File: src/rtl/flash_audio_fetcher_pkg.sv
// ---------------------------------------------------------------------------
// fetcher_pkg
//   Shared types and defaults for the flash audio fetcher and the playback
//   controller that drives it.
//   - fetch_state_t  : fetcher FSM states
//   - DEF_START_ADDR : first flash word of the default clip
//   - DEF_END_ADDR   : last flash word of the default clip (inclusive)
//   - DEF_SAMPLE_DIV : default clk cycles per sample
// ---------------------------------------------------------------------------
package fetcher_pkg;

   typedef enum logic [1:0] {
      FETCH     = 2'd0,
      WAIT_DATA = 2'd1,
      HALF1     = 2'd2,
      HALF2     = 2'd3
   } fetch_state_t;

   localparam logic [22:0] DEF_START_ADDR = 23'h0;
   localparam logic [22:0] DEF_END_ADDR   = 23'h7FFFF;
   localparam int unsigned DEF_SAMPLE_DIV = 1227;

endpackage

File: src/rtl/flash_audio_fetcher_tick_gen.sv
// ---------------------------------------------------------------------------
// sample_tick_gen
//   Sample-rate divider. The counter runs 0..div-1 and holds while paused;
//   tick_o is high in the cycle the counter sits at div-1.
//   Ports:
//     clk_i    system clock
//     rst_i    synchronous active-high reset (counter -> 0)
//     div_i    clk cycles per sample; values below 2 act as 2
//     pause_i  1 = freeze counter, no ticks
//     tick_o   one-cycle sample strobe (combinational from count)
// ---------------------------------------------------------------------------
module sample_tick_gen #(
   parameter int W = 32
) (
   input  logic         clk_i,
   input  logic         rst_i,
   input  logic [W-1:0] div_i,
   input  logic         pause_i,
   output logic         tick_o
);

   logic [W-1:0] cnt_q, cnt_d;
   logic [W-1:0] div_eff;
   logic [W-1:0] last;

   always_comb begin
      div_eff = (div_i < W'(2)) ? W'(2) : div_i;
      last    = div_eff - W'(1);
      // >= rather than == so a divider that shrinks below the current count
      // ticks on the very next cycle instead of running the counter around.
      tick_o  = !pause_i && (cnt_q >= last);
      cnt_d   = cnt_q;
      if (tick_o)
         cnt_d = '0;
      else if (!pause_i)
         cnt_d = cnt_q + W'(1);
   end

   always_ff @(posedge clk_i) begin
      if (rst_i) cnt_q <= '0;
      else       cnt_q <= cnt_d;
   end

endmodule

File: src/rtl/flash_audio_fetcher.sv
// ---------------------------------------------------------------------------
// flash_audio_fetcher
//   Streams 16-bit audio samples out of 32-bit flash words read over an
//   Avalon-MM read master. Low half of a word is the earlier sample. Plays
//   forward or backward, restarts on fetcher_reset, flags sticky underrun.
//   Ports:
//     clk, rst              clock, synchronous active-high reset
//     sample_freq_div       clk cycles per sample (min 2)
//     pause                 hold playback (ticks stop, fetch continues)
//     forward               1 = forward, 0 = backward
//     fetcher_reset         one-cycle restart pulse
//     flash_address/_read   Avalon read request (registered)
//     flash_waitrequest     slave stall
//     flash_readdata/_readdatavalid  read response
//     audio_data/_valid     current sample / one-cycle new-sample strobe
//     underrun              sticky: tick arrived with no word buffered
// ---------------------------------------------------------------------------
module flash_audio_fetcher
   import fetcher_pkg::*;
#(
   parameter int                    FREQ_DIV_WIDTH = 32,
   parameter int                    ADDR_WIDTH     = 23,
   parameter logic [ADDR_WIDTH-1:0] START_ADDR     = ADDR_WIDTH'(DEF_START_ADDR),
   parameter logic [ADDR_WIDTH-1:0] END_ADDR       = ADDR_WIDTH'(DEF_END_ADDR)
) (
   input  logic                      clk,
   input  logic                      rst,
   input  logic [FREQ_DIV_WIDTH-1:0] sample_freq_div,
   input  logic                      pause,
   input  logic                      forward,
   input  logic                      fetcher_reset,
   output logic [ADDR_WIDTH-1:0]     flash_address,
   output logic                      flash_read,
   input  logic                      flash_waitrequest,
   input  logic [31:0]               flash_readdata,
   input  logic                      flash_readdatavalid,
   output logic [15:0]               audio_data,
   output logic                      audio_valid,
   output logic                      underrun
);

   logic                  tick;
   fetch_state_t          state_q, state_d;
   logic [ADDR_WIDTH-1:0] addr_q, addr_d, next_addr, restart_addr;
   logic [31:0]           word_q, word_d;
   logic                  dir_q, dir_d;
   logic                  pend_q, pend_d;
   logic                  read_q, read_d;
   logic [15:0]           data_q, data_d;
   logic                  valid_q, valid_d;
   logic                  underrun_q, underrun_d;
   logic                  accepted;
   logic                  pend_now;

   sample_tick_gen #(.W(FREQ_DIV_WIDTH)) u_tick (
      .clk_i   (clk),
      .rst_i   (rst),
      .div_i   (sample_freq_div),
      .pause_i (pause),
      .tick_o  (tick)
   );

   // A request only counts once we are actually driving it; this also keeps
   // the first post-reset cycle (read still low) from being taken as accepted.
   assign accepted     = read_q && !flash_waitrequest;
   // A restart arriving in the same cycle as the response still discards it.
   assign pend_now     = pend_q || fetcher_reset;
   assign restart_addr = forward ? START_ADDR : END_ADDR;

   always_comb begin
      if (dir_q)
         next_addr = (addr_q == END_ADDR) ? START_ADDR : addr_q + ADDR_WIDTH'(1);
      else
         next_addr = (addr_q == START_ADDR) ? END_ADDR : addr_q - ADDR_WIDTH'(1);
   end

   // State register
   always_ff @(posedge clk) begin
      if (rst) state_q <= FETCH;
      else     state_q <= state_d;
   end

   // Next-state logic
   always_comb begin
      state_d = state_q;
      case (state_q)
         FETCH:     if (accepted) state_d = WAIT_DATA;
         WAIT_DATA: if (flash_readdatavalid) state_d = pend_now ? FETCH : HALF1;
         HALF1: begin
            if (fetcher_reset) state_d = FETCH;
            else if (tick)     state_d = HALF2;
         end
         HALF2:     if (fetcher_reset || tick) state_d = FETCH;
         default:   state_d = FETCH;
      endcase
   end

   // Output / datapath logic
   always_comb begin
      addr_d     = addr_q;
      word_d     = word_q;
      dir_d      = dir_q;
      pend_d     = pend_q;
      data_d     = data_q;
      valid_d    = 1'b0;
      underrun_d = underrun_q;
      case (state_q)
         FETCH, WAIT_DATA: begin
            if (tick)          underrun_d = 1'b1;
            // The in-flight read must complete, so the restart is deferred
            // until its response has been swallowed.
            if (fetcher_reset) pend_d     = 1'b1;
            if (state_q == WAIT_DATA && flash_readdatavalid) begin
               if (pend_now) begin
                  addr_d = restart_addr;
                  pend_d = 1'b0;
               end else begin
                  word_d = flash_readdata;
                  dir_d  = forward;
               end
            end
         end
         HALF1: begin
            if (fetcher_reset) begin
               addr_d = restart_addr;
            end else if (tick) begin
               data_d  = dir_q ? word_q[15:0] : word_q[31:16];
               valid_d = 1'b1;
            end
         end
         HALF2: begin
            if (fetcher_reset) begin
               addr_d = restart_addr;
            end else if (tick) begin
               data_d  = dir_q ? word_q[31:16] : word_q[15:0];
               valid_d = 1'b1;
               addr_d  = next_addr;
            end
         end
         default: ;
      endcase
      // Registered request follows the state we are entering, so the read
      // drops on the same edge that leaves FETCH.
      read_d = (state_d == FETCH);
   end

   always_ff @(posedge clk) begin
      if (rst) begin
         addr_q     <= START_ADDR;
         word_q     <= '0;
         dir_q      <= 1'b1;
         pend_q     <= 1'b0;
         read_q     <= 1'b0;
         data_q     <= '0;
         valid_q    <= 1'b0;
         underrun_q <= 1'b0;
      end else begin
         addr_q     <= addr_d;
         word_q     <= word_d;
         dir_q      <= dir_d;
         pend_q     <= pend_d;
         read_q     <= read_d;
         data_q     <= data_d;
         valid_q    <= valid_d;
         underrun_q <= underrun_d;
      end
   end

   assign flash_address = addr_q;
   assign flash_read    = read_q;
   assign audio_data    = data_q;
   assign audio_valid   = valid_q;
   assign underrun      = underrun_q;

endmodule

File: config.mk
export PLATFORM = sky130hd
export DESIGN_NAME = flash_audio_fetcher
export DESIGN_NICKNAME = d
export VERILOG_FILES = /design/src/rtl/flash_audio_fetcher_pkg.sv /design/src/rtl/flash_audio_fetcher_tick_gen.sv /design/src/rtl/flash_audio_fetcher.sv
export SDC_FILE = /design/constraint.sdc
export NUM_CORES = 1
export LEC_CHECK = 0
export CAP_MARGIN = 20
export CORE_ASPECT_RATIO = 1.1
export CORE_MARGIN = 8
export CORE_UTILIZATION = 25
export DETAILED_ROUTE_END_ITERATION = 8
export PLACE_DENSITY_LB_ADDON = 0.25
export SETUP_SLACK_MARGIN = 0.3
export SLEW_MARGIN = 40
export SYNTH_ARGS = -nofsm -noshare
export SYNTH_HDL_FRONTEND = slang
export SYNTH_SLANG_ARGS = --single-unit
File: constraint.sdc
create_clock -name clk -period 5.5 [get_ports clk]
set_clock_uncertainty 0.2 [all_clocks]
set_input_delay 0.55 -clock clk [delete_from_list [all_inputs] [get_ports clk]]
set_output_delay 0.55 -clock clk [all_outputs]
set_load 0.005 [all_outputs]
# Word level (Yosys, flattened, before mapping)
# Cells that the tools add are included.
# word_totals
latch_bits	0
mem_count	0
mem_bits_ro	0
inputBits	71
ram_bits	0
reg_bits	110
# op_classes
order_cmp	2
bitwise_logic	2
div_mod_pow	0
n_shift	0
muxes	29
multipliers	0
addsub	4
reduce_logical	19
n_eq_ne	12
# ops
cell	n
two-way mux 23 bit	8
two-way mux 16 bit	6
case mux 23 bit (3 select lines)	1
adder 32 x 1 -> 32 bit (second input constant)	1
>= comparator 32 bit	1
< comparator 32 x 2 -> 1 bit (second input constant)	1
two-way mux 32 bit	1
case mux 16 bit (2 select lines)	1
subtractor 32 x 1 -> 32 bit (second input constant)	1
adder 23 x 1 -> 23 bit (second input constant)	1
equality test 23 x 19 -> 1 bit (second input constant)	1
logical NOT 23 bit	1
subtractor 23 x 1 -> 23 bit (second input constant)	1
two-way mux 19 bit	1
inequality test 2 bit (second input constant)	7
two-way mux 2 bit	6
case mux 2 bit (4 select lines)	1
OR reduction 2 bit	3
AND reduction 5 bit	1
equality test 2 bit (second input constant)	2
logical NOT 2 bit	2
two-way mux 1 bit	4
AND reduction 4 bit	1
logical AND 1 bit	3
9 further kinds	12

# Logic depth before layout (Yosys ltp)
# Gate-level depths: netlist of run 1.
# logic_depth
word_depth	9
ltp_mapped	22

# Hierarchy
# A second synthesis of run 1 with hierarchy kept.
# hier_totals
cells_unflattened	840
area_unflattened_um2	6685.2
# by_module_without_submodules
mod	seq_area_each_um2	area_per_inst_um2	cells_per_inst	instances
flash_audio_fetcher	1561.5	4018.9	515	1
sample_tick_gen	640.6	2666.3	325	1

# Worst setup path before layout of run 1
# Ideal clock, no wire load.
# synth_path
kind	in2reg
start	in sample_freq_div[23]
end	reg addr_q[12], in the netlist flash_address[12]
path_slack_ps	-14
required_time_ps	5205
path_buffers	2
cell_stages	22
arrival_ps	5218
cell_sequence	or4_4 > nand4bb_4 > nor3_1 > nand3_1 > nand2_1 > ha_1 > nand3_1 > or4_4 > or2_1 > buf_6 > nor3_1 > xnor2_1 > ha_1 > nand4_1 > nor3_1 > and2_1 > inv_1 > o21a_1 > o21ai_1 > clkbuf_1 > o21ai_0 > a221oi_1
# synth_between
elab_chain_cells	7
# synth_rtl
element	line	rtl
start, declared	flash_audio_fetcher.sv:28	input logic [FREQ_DIV_WIDTH-1:0] sample_freq_div,
< comparator 32 x 2 -> 1 bit	flash_audio_fetcher_tick_gen.sv:27	div_eff = (div_i < W'(2)) ? W'(2) : div_i;
two-way mux 32 bit (*)	flash_audio_fetcher_tick_gen.sv:27	
subtractor 32 x 1 -> 32 bit (*)	flash_audio_fetcher_tick_gen.sv:28	last = div_eff - W'(1);
>= comparator 32 bit (*)	flash_audio_fetcher_tick_gen.sv:31	tick_o = !pause_i && (cnt_q >= last);
logical AND 1 bit (*)	flash_audio_fetcher_tick_gen.sv:31	
inequality test 3 bit (no line) (*)	--	
AND reduction 4 bit (no line) (*)	--	
end signal, assigned	flash_audio_fetcher.sv:158	addr_q <= addr_d;
end, declared	flash_audio_fetcher.sv:44	logic [ADDR_WIDTH-1:0] addr_q, addr_d, next_addr, restart_addr;
# Mark *: on every way between the ends. The rest lies on a longest branch, timed or not.
# A chain may end at the register's enable or synchronous reset.

# Worst setup path in the final report of run 1
# layout_path
start	in sample_freq_div[23]
end	reg addr_q[6], in the netlist flash_address[6]
# Same word-level chain as after synthesis.

==> results.json, run 1 <==
{
  "syn_area_um2": 6720,
  "htree_num_levels": 3,
  "clock-sinks": 110,
  "via_per_inst": 4.79,
  "syn_to_final_growth_pct": 37.1,
  "avgSynthCellArea_um2": 7.83,
  "wl_um": 20600,
  "synth_edf_count": 0,
  "globalplace.congestion": 0.799,
  "grt_pass1_vias": 6449,
  "fp.dieArea_um2": 32400,
  "start_util_pct": 25.1,
  "whs_ps": 255,
  "die_width_um": 172,
  "antenna_left": 0,
  "slew_headroom_pct": 51.7,
  "cts_buffer_depth": 2,
  "nNetsFinal": 1122,
  "tightest_slew_ps": 714,
  "grtUsageTotal_pct": 12.9,
  "finalHoldViolCount": 0,
  "drc": 0,
  "status": "finished, final reports clean",
  "fillers": 2854,
  "switching_share_pct": 27.6,
  "arrival_ps": 5030,
  "numPortBuffers": 112,
  "min_period_over_period_pct": 90.3,
  "p_per_area_nw_per_um2": 190,
  "ioPinCount": 113,
  "grt_remaining_overflow": 0,
  "fin_crit_ps": 4960,
  "antenna_cells": 0,
  "post-route-util_pct": 34.4,
  "peakVddDrop_v": 0.000123,
  "cts.hold.buffers_added": 0,
  "final_common_cell": "nand2_1",
  "antenna_found_initial": 1,
  "drive_above_1_share_pct": 13.2,
  "async_flop_share_pct": 0,
  "final_cell_count_no_fill": 1376,
  "required_ps": 5560,
  "endpoint_kind": "flop",
  "max-cap-violations": 0,
  "pwr-share-seq_pct": 47.6,
  "crit_path_start_kind": "primary input",
  "synth-main-ff-cell": "dfxtp_1",
  "cts-root-buf": "clkbuf_16",
  "placed_area_um2": 8690,
  "via_count": 6585,
  "die_h_um": 188,
  "p_sw_mw": 0.482,
  "yosys_warnings": 0,
  "setup_viol": 0,
  "hpwlAfterDp_um": 15000,
  "grt_pass1_wl_um": 33800,
  "worstHoldPathType": "reg -> reg",
  "syn_nets": 966,
  "grt_max_degree": 48,
  "wl_per_cell_um": 15.0,
  "insertion_delay_ps": 360,
  "comb_power_share_pct": 14.7,
  "setup_tns_ps": 0,
  "cts_buffers": 9,
  "numPlacedInstances": 1351,
  "finalMaxSlewViolations": 0,
  "clk_pin_slew_ps": 80,
  "final_cell_mix": "132 x nand2_1, 110 x dfxtp_1, 99 x clkdlybuf4s50_1, 91 x nor2_1, 75 x a21oi_1",
  "path_max_fanout": 6,
  "synth.distinct_cells": 73,
  "core_um2": 26700,
  "criticalPathCategory": "in -> reg",
  "clockPowerShare_pct": 37.7,
  "synth-seq-area-share_pct": 32.8,
  "design_area_um2": 9210,
  "first_pass_iters": 4,
  "synth_cells": 858,
  "r2r_slack_ps": 2390,
  "internal_power_mw": 1.26,
  "row_count": 63,
  "fmax_ghz": 0.201,
  "power.leakage_nw": 3.29,
  "ys_ff_latch": 110,
  "rsz0062_at_grt": "false",
  "drt_iter0_drc": 448,
  "cts_tree": "yes"
}
metrics by stage:
step	total power, mW	worst slack, ps
after detailed placement	1.10	-511
after global placement	1.10	-402
after floorplan	0.959	312
after global routing	1.83	305
after CTS	1.78	308
final	1.75	536
power groups by stage:
stage	sequential (mW)	combinational (mW)	clock, mW
after global placement	0.850	0.246	0
after floorplan	0.841	0.118	0
after detailed placement	0.851	0.246	0
after CTS	0.832	0.257	0.689
after global routing	0.836	0.284	0.714
final	0.832	0.257	0.657
flip-flops by register name (all words and copies together) (netlist names):
| signal | flops |
|---|---|
| u_tick.cnt_q | 32 |
| word_q | 32 |
| flash_address | 23 |
| audio_data | 16 |
| state_q | 2 |
| audio_valid | 1 |
| dir_q | 1 |
| flash_read | 1 |
| pend_q | 1 |
| underrun | 1 |
cell families (layout without fill, tap and decap cells):
logic type	after synthesis	in the layout	share of synthesized area, %
mux	18	18	2.68
buf+inv	61	222	3.60
simple gates	385	385	28.9
xor+xnor	55	55	7.17
fa+ha+maj	37	37	6.89
compound gates	192	192	18.0
flops	110	110	32.8
critical path, stage by stage:
cell and delay [ps]:
dlymetal6s2s_1 130, or4_4 540, nand4bb_4 260, buf_4 170
or4b_4 520, nor2_2 130, nor2_1 80, ha_4 160
nand3_2 60, buf_4 130, nor3_1 50, xnor2_1 160
ha_1 330, and4_1 220, a21oi_1 80, o211ai_1 180
a41oi_2 70, buf_4 180, o21a_1 220, o21ai_4 240
buf_6 160, buf_4 110, a21oi_1 50, a211oi_1 230
what timing repair did:
item | in CTS | in global routing
endpoints found under the setup margin | 75 | 75
pin swaps | 21 | 23
cloned | 1 | 0
gates resized for setup | 29 | 16
setup buffers | 6 | 2
path summary, 6_finish.rpt:
kind	start	endpoint	depth (start not counted)
min	word_q[18]	word_q[18]	2
max	sample_freq_div[23]	flash_address[6]	24
max reg2reg	flash_address[2]	flash_address[22]	7
min reg2reg	word_q[18]	word_q[18]	2
layout make-up:
type                            instances  area (µm²)  area share (%)
Timing Repair Buffer                  186        1740            18.9
Multi-Input combinational cell        687        4450            48.4
Inverter                               20        75.1           0.816
Sequential cell                       110        2200            23.9
Clock buffer                           10         229            2.49
Tap cell                              357         447            4.85
Clock inverter                          6        62.6           0.680
Yosys cell counts (all sizes together), types with 6 or more instances:
cell type	n	share of area, %
nand2	133	7.4
dfxtp	110	33
nor2	94	5.3
a21oi	76	5.7
ha	37	6.9
clkbuf	36	2.0
xnor2	36	4.7
o21ai	33	2.5
nand3	27	2.0
nor3	26	2.1
a211oi	23	2.6
inv	19	1.1
xor2	19	2.5
mux2i	18	2.7
nor4	14	1.6
nand4	13	1.2
or4	13	1.6
and3	11	1.0
o21a	9	1.0
or3	9	0.84
nor2b	7	0.65
nand3b	6	0.67
o2bb2ai	6	0.78
or2	6	0.60
routing by layer:
layer	GRT usage [%]	wire length (µm)	vias up
met1	16.9	9740	3024
met2	20.5	9310	135
met5	0	13	-
met4	4.22	328	2
met3	2.90	1250	20
li1	-	-	3404
Power figures use the tool's default switching activity.
==> run 2, diff against run 1 <==
--- a/config.mk
+++ b/config.mk
@@ -12,7 +12,7 @@
 export DETAILED_ROUTE_END_ITERATION = 8
 export PLACE_DENSITY_LB_ADDON = 0.25
 export SETUP_SLACK_MARGIN = 0.3
-export SLEW_MARGIN = 40
+export SLEW_MARGIN = 30
 export SYNTH_ARGS = -nofsm -noshare
 export SYNTH_HDL_FRONTEND = slang
 export SYNTH_SLANG_ARGS = --single-unit
==> results.json, run 2 (synthesized netlist as in run 1, its figures left out) <==
{
  "antenna_found_initial": 1,
  "ff2ff_path_depth": 7,
  "cts-root-buf": "clkbuf_16",
  "nNetsFinal": 1131,
  "htree_num_levels": 3,
  "numPortBuffers": 112,
  "path_max_fanout": 6,
  "via_per_inst": 4.81,
  "final_cell_mix": "131 x nand2_1, 110 x dfxtp_1, 99 x clkdlybuf4s50_1, 91 x nor2_1, 75 x a21oi_1",
  "die_h_um": 188,
  "tightest_slew_ps": 828,
  "fin_crit_ps": 4940,
  "worstHoldPathType": "reg -> reg",
  "fmax_ghz": 0.202,
  "crit_cells": 23,
  "cts_tree": "yes",
  "power.total_mw": 1.78,
  "dpl_worst_slack_ps": -487,
  "crit_path_top_delay_cell": "or3b_4",
  "endpoint_kind": "flop",
  "multi_input_area_um2": 4550,
  "grt_remaining_overflow": 0,
  "drt_iter0_drc": 346,
  "final.setup.worst_slack_ps": 561,
  "whs_ps": 257,
  "hpwlAfterDp_um": 15000,
  "wl_per_cell_um": 15.5,
  "drive_above_1_share_pct": 15.7,
  "setup_viol": 0,
  "via_count": 6660,
  "peakVddDrop_v": 0.000130,
  "antenna_left": 0,
  "max-cap-violations": 0,
  "min_period_over_period_pct": 89.8,
  "cts_buffers": 9,
  "clock-sinks": 110,
  "crit_family": "simple AND/OR/NAND/NOR gates",
  "arrival_ps": 5020,
  "row_count": 63,
  "cts.hold.buffers_added": 0,
  "cts_buffer_depth": 2,
  "final_common_cell": "nand2_1",
  "fillers": 2808,
  "slew_headroom_pct": 44.8,
  "first_pass_iters": 4,
  "p_per_area_nw_per_um2": 189,
  "clk_pin_slew_ps": 80,
  "whs_path_depth": 2,
  "grtUsageTotal_pct": 13.1,
  "path_cells": "dlygate4sd2_1 > nor4_2 > or3b_4 > nor3_4 > nand3_2 > nand2_2 > ha_4 > nand3_2 > or4_4 > or2_4 > buf_6 > xor2_1 > ha_1 > nand4_1 > buf_4 > o221ai_2 > nand2_1 > o21a_1 > o21ai_4 > buf_6 > buf_4 > nand3_1 > a21oi_1",
  "core_um2": 26700,
  "status": "finished, final reports clean",
  "final_cell_count_no_fill": 1385,
  "rsz0062_at_grt": "false",
  "finalMaxSlewViolations": 0,
  "power.leakage_nw": 3.39,
  "cpPeakStageDelay_ps": 430,
  "regArea_um2": 2200,
  "required_ps": 5580,
  "syn_to_final_growth_pct": 40.5,
  "antenna_cells": 0,
  "ioPinCount": 113,
  "post-route-util_pct": 35.3,
  "insertion_delay_ps": 360,
  "finalHoldViolCount": 0,
  "globalplace.congestion": 0.799,
  "start_util_pct": 25.1,
  "path_buf_inv": 5,
  "drc": 0,
  "wl_um": 21500,
  "grt_max_degree": 48,
  "crit_path_start_kind": "primary input",
  "fp.dieArea_um2": 32400,
  "grt_pass1_vias": 6440,
  "grt_pass1_wl_um": 34100,
  "die_width_um": 172,
  "numPlacedInstances": 1351,
  "criticalPathCategory": "in -> reg"
}
-- run 2: worst paths after layout --
path / startpoint / endpoint / slack [ps]
worst max register to register: flash_address[2] / flash_address[22] / 2440
worst min-delay path: word_q[18] / word_q[18] / 260
worst min register to register: word_q[18] / word_q[18] / 260
worst max-delay path: sample_freq_div[15] / flash_address[16] / 560
-- run 2: final cells by class --
cell class                      instances  share of cell area [%]
Clock buffer                            9                    2.39
Clock inverter                          7                   0.875
Inverter                               20                   0.796
Multi-Input combinational cell        687                    48.3
Sequential cell                       110                    23.3
Tap cell                              357                    4.73
Timing Repair Buffer                  195                    19.6
-- run 2: what timing repair did --
item / in CTS / in global routing
gates cloned: 1 / 3
buffers inserted: 13 / 1
endpoints found under the setup margin: 75 / 75
pin swaps: 21 / 26
resized for setup: 28 / 45
-- run 2: power by group --
group          internal (mW)  switching (mW)  leakage, nW
registers              0.810          0.0231        0.888
clock network          0.330           0.352        0.153
logic                  0.135           0.129         2.35
-- run 2: stage by stage --
| step | TNS (ps) | cell area, µm² |
|---|---|---|
| final | 0 | 9440 |
| after global routing | 0 | 9440 |
| after CTS | 0 | 9190 |
| after detailed placement | -17640 | 8670 |
| after global placement | -13990 | 8670 |
| after floorplan | 0 | 6750 |
-- run 2: worst reg2reg max path: stages (launching register included) --
cell and delay (ps):
dfxtp_1 420, or4_1 610, nor4_2 690, nand2_1 230, or4_1 420, o21ai_0 130, o31a_1 160, o32ai_1 70
-- run 2: per-layer routing --
layer  global-route usage (%)  part of all wire [%]
met3                     2.73                   5.3
met5                        0                 0.079
met1                     17.4                    47
met4                     3.92                   1.3
met2                     20.7                    46
==> run 3, diff against run 2 <==
--- a/config.mk
+++ b/config.mk
@@ -10,7 +10,7 @@
 export CORE_MARGIN = 8
 export CORE_UTILIZATION = 25
 export DETAILED_ROUTE_END_ITERATION = 8
-export PLACE_DENSITY_LB_ADDON = 0.25
+export PLACE_DENSITY = 0.45
 export SETUP_SLACK_MARGIN = 0.3
 export SLEW_MARGIN = 30
 export SYNTH_ARGS = -nofsm -noshare
==> constraint.sdc (replaced) <==
create_clock -name clk -period 5.7 [get_ports clk]
set_clock_uncertainty 0.2 [all_clocks]
set_input_delay 0.57 -clock clk [delete_from_list [all_inputs] [get_ports clk]]
set_output_delay 0.57 -clock clk [all_outputs]
set_load 0.005 [all_outputs]
==> results.json, run 3 (synthesized netlist as in run 1, its figures left out) <==
{
  "first_pass_iters": 4,
  "syn_to_final_growth_pct": 35.7,
  "start_util_pct": 25.1,
  "setup_viol": 0,
  "row_count": 63,
  "antenna_left": 0,
  "final.setup.worst_slack_ps": 433,
  "status": "finished, final reports clean",
  "design_area_um2": 9110,
  "core_um2": 26700,
  "criticalPathCategory": "in -> reg",
  "numPlacedInstances": 1340,
  "final_cell_mix": "131 x nand2_1, 110 x dfxtp_1, 106 x clkdlybuf4s50_1, 92 x nor2_1, 76 x a21oi_1",
  "power.leakage_nw": 3.20,
  "grt_max_degree": 44,
  "path_cells": "clkdlybuf4s50_1 > or4_4 > nor4bb_2 > buf_4 > nand3_2 > nand2_2 > ha_2 > nand3_1 > or4_4 > or2_4 > buf_4 > xor2_1 > ha_1 > nand4_1 > nor3_2 > and2_1 > inv_1 > o21a_1 > o21ai_4 > buf_6 > o21ai_1 > a221oi_1",
  "numPortBuffers": 112,
  "slew_headroom_pct": 35.7,
  "grt_pass1_vias": 6239,
  "worstSetupStartpoint": "sample_freq_div[8]",
  "tightest_slew_ps": 956,
  "finalHoldViolCount": 0,
  "drive_above_1_share_pct": 11.8,
  "via_per_inst": 4.76,
  "clk_pin_slew_ps": 90,
  "cts.hold.buffers_added": 0,
  "cts-root-buf": "clkbuf_16",
  "wl_per_cell_um": 15.6,
  "power.total_mw": 1.72,
  "die_width_um": 172,
  "antenna_found_initial": 1,
  "p_per_area_nw_per_um2": 189,
  "worstHoldPathType": "reg -> reg",
  "path_max_fanout": 13,
  "endpoint_kind": "flop",
  "multi_input_area_um2": 4430,
  "rsz0062_at_grt": "true",
  "peakVddDrop_v": 0.000117,
  "grt_pass1_wl_um": 33500,
  "cpPeakStageDelay_ps": 510,
  "path_buf_inv": 5,
  "crit_path_start_kind": "primary input",
  "cts_tree": "yes",
  "htree_num_levels": 3,
  "final_cell_count_no_fill": 1363,
  "min_period_over_period_pct": 92.4,
  "drt_iter0_drc": 304,
  "cts_buffer_depth": 2,
  "hpwlAfterDp_um": 15800,
  "fmax_ghz": 0.190,
  "timing.rr.start": "flash_address[2]",
  "fp.dieArea_um2": 32400,
  "drc": 0,
  "via_count": 6492,
  "dpl_worst_slack_ps": -405,
  "cts_buffers": 9,
  "required_ps": 5770,
  "fin_crit_ps": 5270,
  "wl_um": 21300,
  "placed_area_um2": 8580,
  "fillers": 2851,
  "max-cap-violations": 0,
  "finalMaxSlewViolations": 0,
  "grtUsageTotal_pct": 12.9,
  "grt_remaining_overflow": 0,
  "antenna_cells": 0,
  "clock-sinks": 110,
  "min-delay-start": "word_q[20]",
  "nNetsFinal": 1109,
  "regArea_um2": 2200,
  "insertion_delay_ps": 360,
  "setup_tns_ps": 0,
  "crit_family": "simple AND/OR/NAND/NOR gates",
  "arrival_ps": 5330,
  "globalplace.congestion": 0.786,
  "crit_path_top_delay_cell": "or4_4",
  "ioPinCount": 113,
  "die_h_um": 188,
  "final_common_cell": "nand2_1"
}
[run 3: cell types whose count changed in the layout (fill, tap and decap cells not counted), moves of 4 or more]
cell             previous run  this run
buf_4                      72        55
inv_8                       4         0
clkdlybuf4s50_1            99       106
dlymetal6s2s_1              9         5
[run 3: worst paths after layout]
check | end | slack, ps | cells past startpoint
hold reg to reg | word_q[20] | 260 | 2
setup / recovery | flash_address[10] | 430 | 22
setup reg to reg | flash_address[22] | 2650 | 7
hold / removal | word_q[20] | 260 | 2
[run 3: power breakdown]
part | leakage (nW) | total, mW | internal (mW) | switching (mW)
registers | 0.888 | 0.805 | 0.781 | 0.0233
logic | 2.15 | 0.241 | 0.124 | 0.117
clock network | 0.155 | 0.678 | 0.322 | 0.356
total | 3.20 | 1.72 | 1.23 | 0.497
[run 3: layer usage]
metal	global-route usage [%]	part of all wire [%]	vias up
met5	0	0.061	-
met2	22.1	48	100
met4	3.52	1.2	2
li1	-	-	3364
met3	3.07	5.0	20
met1	15.8	46	3006
[run 3: worst register-to-register path, cell delays in order, from the launching register on]
cell and delay, ps:
dfxtp_1 420, or4_1 630, nor4_2 620, nand2_1 210, or4_1 430, o21ai_0 180
o31a_1 180, o32ai_1 70
[run 3: repair_timing]
item,in CTS,in global routing
setup buffers,0,7
setup endpoints to repair,58,75
pin swaps,1,22
gates resized for setup,11,26
[run 3: metrics by stage]
stage	hold WS [ps]	util, %
finish	257	34.1
global route	277	34.1
CTS	259	33.5
detailed placement	247	32.1
global placement	243	32.1
floorplan	236	-
[run 3: final cells by class]
cell class,instances,area share [%]
clock inverter,7,1.08
clock buffer,9,2.47
multi-input combinational,687,48.6
tap,357,4.90
timing repair buffer,173,17.9
sequential,110,24.2
inverter,20,0.824
==> variant 1: new RTL, flow settings as in run 2 <==
Put one more register stage on the output `underrun`, cleared by the reset. The value now appears one clock later. The other outputs are not delayed to match.
--- a/src/rtl/flash_audio_fetcher.sv
+++ b/src/rtl/flash_audio_fetcher.sv
@@ -172,3 +172,9 @@
    assign audio_valid   = valid_q;
-   assign underrun      = underrun_q;
+   always_ff @(posedge clk) begin
+      if (rst) begin
+         underrun <= '0;
+      end else begin
+         underrun <= underrun_q;
+      end
+   end
 
Check against the original RTL: not equivalent (a bounded check fails within 4 cycles, from zero or initial values and one cycle with rst high).
==> variant 1 against run 2 <==
- utilization is 0.32 points higher
- routed wire length is 2.7% lower
- power is 0.65% higher
- die area is 0.81% lower
- setup slack worse by 0.34 ns
- synthesized area is 0.89% lower
- count of clock-buffer cells in the layout stayed put
- final area is 1.3% lower
- non-clock buffer count is 2 lower
- sequential cell count is 1 higher
- critical path type unchanged
- largest power group unchanged
==> variant 1: results (changes against run 2) <==
- Post-synthesis cell type count: 58 (-21%)
- Cell depth of the worst flop-to-flop path: 14 (+7)
- Hold path endpoint: word_q[13]
- Startpoint of the most critical register-to-register path: u_tick.cnt_q[0]
- Via count of the first global-routing pass: 6383 (-0.89%)
- Most instantiated cells after synthesis: 130 x sky130_fd_sc_hd__nand2_1, 111 x sky130_fd_sc_hd__dfxtp_1, 101 x sky130_fd_sc_hd__nor2_1, 82 x sky130_fd_sc_hd__a21oi_1, 43 x sky130_fd_sc_hd__clkbuf_1
- First-pass GRT wire length: 33370 microns (-2.2%)
- Hold_ws: 0.2568 ns (-0.0003260 ns)
- Launch point of the worst hold path: word_q[13]
- Run status: complete, no violations
- Total Nets Final: 1118 (-1.1%)
- First-iteration detailed-routing DRC count: 358 (+3.5%)
- Routed Wire Length: 20920 microns (-2.7%)
- Arrival time at the worst endpoint: 5.37 ns (+0.35 ns)
- Number of instances in the placed design: 1324 (-2.0%)
- Critical path peak fanout: 3 (-3)
- Net Count, Synth: 965 (-0.10%)
- Share of layout cells above drive strength 1: 0.1468 (-0.009817)
- Post-placement worst setup slack: -0.4079 ns (+0.07893 ns)
- Number of antenna violations at the first check in global routing: 0 (-1)
- Mean area per synthesized cell: 7.766 sq um (-0.78%)
- Register-to-Register Setup Slack: 2.16 ns (-0.28 ns)
- Leading post-synthesis cells by cell area: sky130_fd_sc_hd__dfxtp_1 33%, sky130_fd_sc_hd__nand2_1 7.3%, sky130_fd_sc_hd__ha_1 7.0%
- Overall fraction of global-route tracks in use: 0.1270 (-0.003501)
- Placer's final routability congestion estimate: 0.8360 (+4.7%)
- Adder and majority cell fraction of the synthesized area: 0.06956 (+0.0006221)
- Vias after detailed routing: 6512 (-2.2%)
- Static leakage: 3.353 nW (-1.0%)
- Share of the synthesized area in compound gates (AO/OA/AOI/OAI): 0.1707 (-0.008907)
- Int Pwr: 1.279 mW (+0.34%)
- Vias per cell: 4.764 (-0.93%)
- Transition time at the pin with the least slew margin: 0.7918 ns (-0.03627 ns)
## variant 1: cell types whose count changed after synthesis, moves of 7 or more
cell                              run 2  this run
sky130_fd_sc_hd__xor2_1              19        31
sky130_fd_sc_hd__inv_1               19         8
sky130_fd_sc_hd__clkbuf_1            36        43
sky130_fd_sc_hd__nor2_1              94       101
sky130_fd_sc_hd__o311ai_0             1         8
## variant 1: kinds of logic after synthesis
kind of cell | after synthesis
and+or+nand+nor | 379
AOI/OAI and AO/OA | 184
DFF | 111
xor gates and xnor gates | 68
buffers and inverters | 59
adders and majority gates | 37
muxes | 19
## variant 1: routing by layer
metal / vias to the layer above / track usage / wire length, microns
met5: - / 0 / 0
met4: 0 / 0.02980 / 157
met3: 11 / 0.03293 / 1209
met2: 131 / 0.2103 / 10120
met1: 3002 / 0.1610 / 9425
li1: 3368 / - / -
## variant 1: what timing repair did
action | 4_1_cts | 5_1_grt
resized for setup | 47 | 23
setup endpoints to repair | 74 | 74
setup buffers | 17 | 4
pin swaps | 27 | 24
cloned | 3 | 3
endpoints found under the hold margin | 0 | 0
## variant 1: cell type report
type	instances	area (sq um)
fillers	2786	16830
multi-input cells	687	4405
flip-flops and latches	111	2222
repair buffers	193	1898
well taps	352	440.4
clock buffers	9	225.2
clock inverters	7	93.84
inverters	8	30.03
## variant 1: worst max-delay path, cell delays in order
cell and delay [ns]:
sky130_fd_sc_hd__buf_6 0.09, sky130_fd_sc_hd__or4_4 0.55, sky130_fd_sc_hd__nor3_4 0.20, sky130_fd_sc_hd__nand3_2 0.10, sky130_fd_sc_hd__or3_4 0.41, sky130_fd_sc_hd__o41ai_4 0.34, sky130_fd_sc_hd__ha_2 0.24, sky130_fd_sc_hd__and3_4 0.18
sky130_fd_sc_hd__and3_4 0.19, sky130_fd_sc_hd__buf_6 0.11, sky130_fd_sc_hd__nand2_4 0.05, sky130_fd_sc_hd__nor3_4 0.21, sky130_fd_sc_hd__xnor2_2 0.10, sky130_fd_sc_hd__ha_1 0.28, sky130_fd_sc_hd__nand2_1 0.05, sky130_fd_sc_hd__or4_4 0.52
sky130_fd_sc_hd__o221ai_2 0.16, sky130_fd_sc_hd__a21oi_2 0.08, sky130_fd_sc_hd__buf_4 0.15, sky130_fd_sc_hd__o21a_4 0.19, sky130_fd_sc_hd__or4b_1 0.46, sky130_fd_sc_hd__o22ai_1 0.15
## variant 1: worst max path at each step
stage	to	cells past startpoint	slack (ns)	from
detailed placement	audio_data[6]	22	-0.41	sample_freq_div[9]
global route	flash_address[8]	23	0.01	sample_freq_div[8]
finish	flash_address[21]	22	0.22	sample_freq_div[8]
global placement	audio_data[3]	22	-0.30	sample_freq_div[9]
CTS	flash_address[21]	21	0.30	sample_freq_div[17]
floorplan	flash_address[21]	19	0.18	sample_freq_div[9]
==> variant 2: new RTL, config.mk and constraints of run 2 <==
Made on the original files. The parameter `FREQ_DIV_WIDTH` goes from 32 to 64.
--- a/src/rtl/flash_audio_fetcher.sv
+++ b/src/rtl/flash_audio_fetcher.sv
@@ -20,3 +20,3 @@
 #(
-   parameter int                    FREQ_DIV_WIDTH = 32,
+   parameter int                    FREQ_DIV_WIDTH = 64,
    parameter int                    ADDR_WIDTH     = 23,
Interface: changed (resized sample_freq_div); port bits go from 113 to 145. The function was not compared with the original's and may differ.
==> variant 2 against run 2 <==
- routed wire length grew 54%
- power grew 49%
- setup slack lost 2.0 ns
- the flow now finishes with violations (negative setup slack)
- final area grew 51%
- largest cell class unchanged
- synthesized area grew 44%
- register-to-register slack lost 0.13 ns
- highest routed layer is now met4
- critical path depth grew 2
- sequential cell count grew 32
==> variant 2: results (changes against run 2) <==
- Total Nets Final: 1680 (+49%)
- Total cell area at the placement stage: 12980 sq um (+50%)
- Part of the total power dissipated in the clock network: 0.436 (+0.052)
- Post-synthesis cell type count: 75 (+2.7%)
- Pin count of the biggest net entering global routing: 59 (+23%)
- CTS Buf Count: 17 (+8)
- Final worst slack: -1.436 ns (-1.997 ns)
- Via count of the first global-routing pass: 9907 (+54%)
- Critical Path Max Stage Delay: 0.56 ns (+0.13 ns)
- Share of layout cells above drive strength 1: 0.2242 (+0.06758)
- Routing usage on met2: 0.2484 (+0.04172)
- Violations in the final reports: negative setup slack
- Share of the synthesized area in compound gates (AO/OA/AOI/OAI): 0.1387 (-0.04087)
- Final total negative setup slack: -147.74 ns (-147.74 ns)
- Number of standard cells after synthesis: 1228 (+43%)
- Routed Wire Length: 33110 microns (+54%)
- Count of endpoints failing setup in the final report: 108 (+108)
- Number of antenna violations at the first check in global routing: 0 (-1)
- Leading post-synthesis cells by cell area: sky130_fd_sc_hd__dfxtp_1 29%, sky130_fd_sc_hd__ha_1 8.9%, sky130_fd_sc_hd__xnor2_1 7.1%
- Net Switching: 746.3 uW (+48%)
- Routed length on met2: 16550 microns (+66%)
- H-tree levels: 4 (+1)
- Run status: finished, violations left
- Adder and majority cell fraction of the synthesized area: 0.08914 (+0.02020)
- Overall fraction of global-route tracks in use: 0.1426 (+0.01204)
- Launch point of the worst hold path: word_q[15]
- Max rail drop VDD: 167.3 uV (+28%)
- First-iteration detailed-routing DRC count: 462 (+34%)
-- variant 2: changes by cell type after synthesis, sizes merged, moves of 30 or more --
cell / before / now
xor2: 19 / 56
xnor2: 36 / 79
dfxtp: 110 / 142
nor2: 94 / 132
nor3: 26 / 56
ha: 37 / 69
-- variant 2: path summary, 6_finish.rpt --
kind | slack [ns] | to
worst max-delay path | -1.44 | flash_address[5]
worst min-delay path | 0.25 | word_q[15]
worst max register to register | 2.31 | u_tick.cnt_q[61]
worst min register to register | 0.25 | word_q[15]
-- variant 2: area by class of cell --
cell class	instances	share of cell area
multi-input cells	1004	0.5018
repair buffers	324	0.2097
flip-flops and latches	142	0.1993
well taps	500	0.04387
clock buffers	17	0.02983
clock inverters	15	0.01053
inverters	19	0.005001
-- variant 2: worst max-delay path, delay by kind of cell --
family,cells,cell delay [ns]
compound gates,4,0.74
mux,1,0.35
simple gates,13,4.25
fa+ha+maj,2,0.49
buf+inv,4,0.55
xor+xnor,1,0.11
